`src/rtl/led_pwm_fader_pkg.sv`:
```
// led_pwm_fader_pkg: shared widths, brightness limit, channel states and saturating step helper
package led_pwm_fader_pkg;
  localparam int PWM_BITS = 8;
  localparam logic [PWM_BITS-1:0] BRIGHT_MAX = 8'd255;
  typedef enum logic [1:0] {OFF, RISE, ON, FALL} ch_state_e;
  function automatic logic [PWM_BITS-1:0] sat_step(input logic [PWM_BITS-1:0] b, input logic [PWM_BITS-1:0] s, input logic up);
    logic [PWM_BITS:0] sum;
    sum = {1'b0, b} + {1'b0, s};
    return up ? (sum[PWM_BITS] ? BRIGHT_MAX : sum[PWM_BITS-1:0]) : (b > s ? b - s : '0);
  endfunction
endpackage

```
`src/rtl/led_pwm_fader_if.sv`:
```
// led_pwm_fader_if: blink-stage request in, dimmed LED drive and fade status out
interface led_pwm_fader_if;
  logic [3:0] led_in;
  logic [3:0] prled;
  logic       fading;
  modport master (output led_in, input prled, fading);
  modport slave (input led_in, output prled, fading);
endinterface

```
`src/rtl/led_pwm_fader_channel.sv`:
```
// led_fade_channel: one LED's brightness ramp state machine and PWM comparator
module led_fade_channel
  import led_pwm_fader_pkg::*;
#(
  parameter int STEP = 1
) (
  input  logic                clk,
  input  logic                rst,
  input  logic                req_i,
  input  logic                tick_i,
  input  logic [PWM_BITS-1:0] pwm_cnt_i,
  output logic                prled_o,
  output logic                busy_o
);
  localparam logic [PWM_BITS-1:0] STEP_V = PWM_BITS'(STEP);
  logic [PWM_BITS-1:0] b_q, b_d;
  ch_state_e state_q, state_d;
  logic prled_q;
  // direction follows req; ticks move brightness, state is derived from where it lands
  always_comb begin
    b_d = tick_i ? sat_step(b_q, STEP_V, req_i) : b_q;
    state_d = req_i ? (b_d == BRIGHT_MAX ? ON : RISE) : (b_d == '0 ? OFF : FALL);
  end
  // brightness, state and the registered active-low PWM drive
  always_ff @(posedge clk or negedge rst) begin
    if (!rst) begin
      b_q     <= '0;
      state_q <= OFF;
      prled_q <= 1'b1;
    end else begin
      b_q     <= b_d;
      state_q <= state_d;
      prled_q <= ~((b_q == BRIGHT_MAX) | (pwm_cnt_i < b_q));
    end
  end
  assign prled_o = prled_q;
  assign busy_o  = (state_q == RISE) || (state_q == FALL);
endmodule

```
`src/rtl/led_pwm_fader.sv`:
```
// led_pwm_fader: 4-channel PWM fader between the blink stage and the board LEDs
module led_pwm_fader
  import led_pwm_fader_pkg::*;
#(
  parameter int FADE_DIV = 50000,
  parameter int STEP     = 1
) (
  input  logic      clk,
  input  logic      rst,
  led_pwm_fader_if.slave bus
);
  localparam int DW = $clog2(FADE_DIV);
  logic [3:0] sync_q, req_q, prled_w, busy_w;
  logic [PWM_BITS-1:0] pwm_cnt_q;
  logic [DW-1:0] pre_q;
  logic fading_q, tick;
  assign tick = pre_q == DW'(FADE_DIV - 1);
  // request synchronizer, free-running PWM counter, step prescaler and fade status
  always_ff @(posedge clk or negedge rst) begin
    if (!rst) begin
      sync_q    <= '0;
      req_q     <= '0;
      pwm_cnt_q <= '0;
      pre_q     <= '0;
      fading_q  <= 1'b0;
    end else begin
      sync_q    <= bus.led_in;
      req_q     <= sync_q;
      pwm_cnt_q <= pwm_cnt_q + PWM_BITS'(1);
      pre_q     <= tick ? '0 : pre_q + DW'(1);
      fading_q  <= |busy_w;
    end
  end
  for (genvar i = 0; i < 4; i++) begin : g_ch
    led_fade_channel #(.STEP(STEP)) u_ch (
      .clk       (clk),
      .rst       (rst),
      .req_i     (req_q[i]),
      .tick_i    (tick),
      .pwm_cnt_i (pwm_cnt_q),
      .prled_o   (prled_w[i]),
      .busy_o    (busy_w[i])
    );
  end
  assign bus.prled  = prled_w;
  assign bus.fading = fading_q;
endmodule

```
`src/flat_wrapper.sv`:
```
// flat-port wrapper written by rule: the top's interface ports become plain ports
module led_pwm_fader_flat import led_pwm_fader_pkg::*;
#(
  parameter int FADE_DIV = 50000,
  parameter int STEP     = 1
)
  (clk, rst, bus_led_in, bus_prled, bus_fading);
  led_pwm_fader_if bus_i ();
  input  logic clk;
  input  logic rst;
  input wire logic [$bits(bus_i.led_in)-1:0] bus_led_in;
  output wire logic [$bits(bus_i.prled)-1:0] bus_prled;
  output wire logic [$bits(bus_i.fading)-1:0] bus_fading;
  assign bus_i.led_in = bus_led_in;
  assign bus_prled = bus_i.prled;
  assign bus_fading = bus_i.fading;
  led_pwm_fader #(.FADE_DIV(FADE_DIV), .STEP(STEP)) u_core (.clk(clk), .rst(rst), .bus(bus_i));
endmodule
```
`config.mk`:
```
export PLATFORM = sky130hd
export DESIGN_NAME = led_pwm_fader_flat
export DESIGN_NICKNAME = d
export VERILOG_FILES = /design/src/rtl/led_pwm_fader_pkg.sv /design/src/rtl/led_pwm_fader_if.sv /design/src/rtl/led_pwm_fader_channel.sv /design/src/rtl/led_pwm_fader.sv /design/src/flat_wrapper.sv
export SDC_FILE = /design/constraint.sdc
export NUM_CORES = 1
export LEC_CHECK = 0
export BUFFER_PORTS_ARGS = -buffer_cell sky130_fd_sc_hd__buf_4
export CAP_MARGIN = 25
export CORE_MARGIN = 4
export CORE_UTILIZATION = 64
export CTS_CLUSTER_DIAMETER = 30
export CTS_CLUSTER_SIZE = 14
export DETAILED_ROUTE_END_ITERATION = 10
export PLACE_DENSITY = 0.81
export SETUP_SLACK_MARGIN = 0.5
export SLEW_MARGIN = 15
export SYNTH_ARGS = -nofsm -noshare
export SYNTH_HDL_FRONTEND = slang
export SYNTH_SLANG_ARGS = --single-unit
```
`constraint.sdc`:
```
create_clock -name clk -period 3.2 [get_ports clk]
set_input_delay 0.32 -clock clk [delete_from_list [all_inputs] [get_ports clk]]
set_output_delay 0.32 -clock clk [all_outputs]
set_load 0.05 [all_outputs]
```
==> results.toml <==
[final_layout]
final_common_cell = "dfrtp_1"
mostFrequentLayoutCells = "60 x dfrtp_1, 52 x inv_1, 44 x nor2_1"
area_growth_pct = 9.28
fin_area_sq_um = 5810
drive_above_1_share = 0.159
num_antenna_cells = 0
final_nets = 679

[clocking]
cts_root_buf = "clkbuf_8"
insertion_delay_ns = 0.34
cts.clk_slew.worst_paths_ns = 0.08
cts_made_buffers = 9
htreeDepth = 3
postCtsHoldBufs = 0
cts_tree = "done"
clkSinkCount = 73
clockBufferDepth = 2

[pwr]
leakage_nw = 2.46
seqPwrFrac = 0.587
worst_ir_drop_vdd_mv = 0.246
p_int_mw = 1.22
total_power_mw = 1.61
p_sw_mw = 0.386
power_switching_share = 0.240
power_density_nw_per_um2 = 277
p_comb_frac = 0.028
clock_power_share = 0.385

[sta]
rsz0062_at_grt = "yes"
setup_tns_ns = 0
setup_viol = 0
drv_slew = 0
hold_viol_final = 0
slew_headroom = 0.393
fmax_mhz = 381
period_needed_ns = 2.63
clock_skew_ns = 0.0105
fin_ws_ns = 0.572
worstMarginPinSlew_ns = 0.911
period_share = 0.821
hold-worst-slack_ns = 0.0755

[place]
portBuffers = 10
place_hpwl_mm = 9.53
gp_congestion = 0.945
pre_cts_slack_ns = 0.299
place_area_sq_um = 5370

[synth]
yosys.cell_types.count = 68
async_reset_ff_frac = 1.00
synthesis.area_sq_um = 5310
yosysWarningCount = 0
avgSynthCellArea_sq_um = 8.55
ys_ff_latch = 73
synth_cells = 621
synth_nets = 669
ys.flop_type = "dfrtp_1"
yosysSeqAreaShare = 0.345
synth_edf_count = 0

[global_route]
grt_pass1_vias = 4656
grt_overflow_total = 0
antenna_found_initial = 1
grt_pass1_wl_mm = 22.7
grt_max_degree = 74
grt_use_total = 0.281

[die]
die_y_microns = 99.1
die_w_microns = 99.1
io-pin-count = 11
die-area_sq_um = 9820
initial_utilization = 0.674
core.rowCount = 32
core_sq_um = 7890

[route]
drc = 0
routed_wl_mm = 14.1
via_count = 5020
post_drt_wl_per_cell_microns = 19.0
drt_iter0_markers = 463
ant_nets = 0
routed_via_density = 6.80
dr.pass1.iters = 5

[job]
max_cap_viol_count = 0

[worst_setup_path]
crit_fanout = 7
arrival_ns = 2.86
critPathSlowestCell = "or4_4"
crit_chain = "or4_4, o31ai_4, buf_4, o21ai_0, o31a_1, or4_4, o21a_1"
cp-start-kind = "register"
required_ns = 3.44
slowest_delay_ns = 0.56
path_class = "register to register"
cp-end-kind = "register"
path_delay_family = "simple AND/OR/NAND/NOR gates"
cp_common_cell = "or4_4"
crit_buf_inv = 1

[hold_path]
hold_class = "primary input to register"

[run_status]
outcome = "finished, final reports clean"
## layer usage
metal	GRT usage	up-vias	routed length [microns]
li1	-	2307	-
met1	0.390	2324	5830
met2	0.431	334	6580
met3	0.0498	53	1280
met4	0.123	2	356
met5	0	-	10
## sequential cells by signal (all words and copies together) (netlist names)
signal,cells
u_core.g_ch.u_ch.b_q,32
u_core.pre_q,16
u_core.pwm_cnt_q,8
u_core.g_ch.u_ch.prled_o,4
u_core.g_ch.u_ch.state_q,4
u_core.req_q,4
u_core.sync_q,4
u_core.bus.fading,1
## kinds of logic (layout without fill, tap and decap cells)
group	after synthesis	count (layout)	synth area share
AND/OR/NAND/NOR	233	233	0.238
adder cells (fa/ha/maj)	42	42	0.0989
buffers and inverters	89	104	0.0751
flip-flops	73	73	0.345
multiplexers	2	2	0.00400
AO/OA/AOI/OAI	158	158	0.199
XOR/XNOR	24	24	0.0396
## stage by stage
stage / util / std cells
6_report: 0.736 / 738
4_1_cts: 0.711 / 727
3_3_place_gp: 0.681 / 704
2_1_floorplan: - / 621
5_1_grt: 0.736 / 738
3_5_place_dp: 0.681 / 704
## worst paths after layout
check / cells past startpoint / to / slack (ns) / start
min in group asynchronous: 1 / u_core.g_ch[1].u_ch.b_q[2]$_DFF_PN0_ / 0.10 / rst
worst max-delay path: 7 / u_core.g_ch[1].u_ch.state_q[0]$_DFF_PN0_ / 0.57 / u_core.g_ch[1].u_ch.b_q[5]$_DFF_PN0_
worst min register to register: 0 / u_core.req_q[0]$_DFF_PN0_ / 0.35 / u_core.sync_q[0]$_DFF_PN0_
worst min-delay path: 1 / u_core.sync_q[3]$_DFF_PN0_ / 0.08 / bus_led_in[3]
max in group asynchronous: 1 / u_core.g_ch[0].u_ch.b_q[0]$_DFF_PN0_ / 2.44 / rst
worst max register to register: 7 / u_core.g_ch[1].u_ch.state_q[0]$_DFF_PN0_ / 0.57 / u_core.g_ch[1].u_ch.b_q[5]$_DFF_PN0_
## final cells by class
type	count	area [sq um]
clock inverter	4	20.0
clock buffer	12	135
fill	580	2080
inverter	53	201
multi-input combinational	459	3210
sequential	73	1840
tap	102	128
timing repair buffer	35	267
## synth_stat cells (all sizes together) (6+ instances only)
cell | count | area, sq um
xnor2 | 15 | 131
o211ai | 6 | 45.0
a21oi | 25 | 125
a31oi | 14 | 87.6
clkbuf | 24 | 90.1
nor4 | 16 | 106
nand2 | 39 | 146
a21boi | 8 | 60.1
dfrtp | 69 | 1730
nor3 | 24 | 120
buf | 12 | 110
nand3 | 34 | 170
and3 | 8 | 50.1
ha | 42 | 526
inv | 53 | 199
nand4 | 19 | 119
and4 | 12 | 106
or4 | 8 | 67.6
o21ai | 42 | 210
o22ai | 9 | 56.3
o31ai | 8 | 73.8
xor2 | 9 | 78.8
nor2 | 45 | 171
nor4b | 7 | 61.3
## power groups by stage
stage	clock network (mW)	logic (mW)	registers (mW)
2_1_floorplan	0	0.0244	0.952
3_3_place_gp	0	0.0448	0.961
3_5_place_dp	0	0.0459	0.961
4_1_cts	0.630	0.0458	0.943
5_1_grt	0.679	0.0518	0.944
6_report	0.618	0.0456	0.943
## timing repair
action	4_1_cts	5_1_grt
gates resized for setup	12	29
gates cloned	0	0
setup buffers	7	11
endpoints found under the setup margin	4	4
pin swaps	4	6
Power figures use the tool's default switching activity.
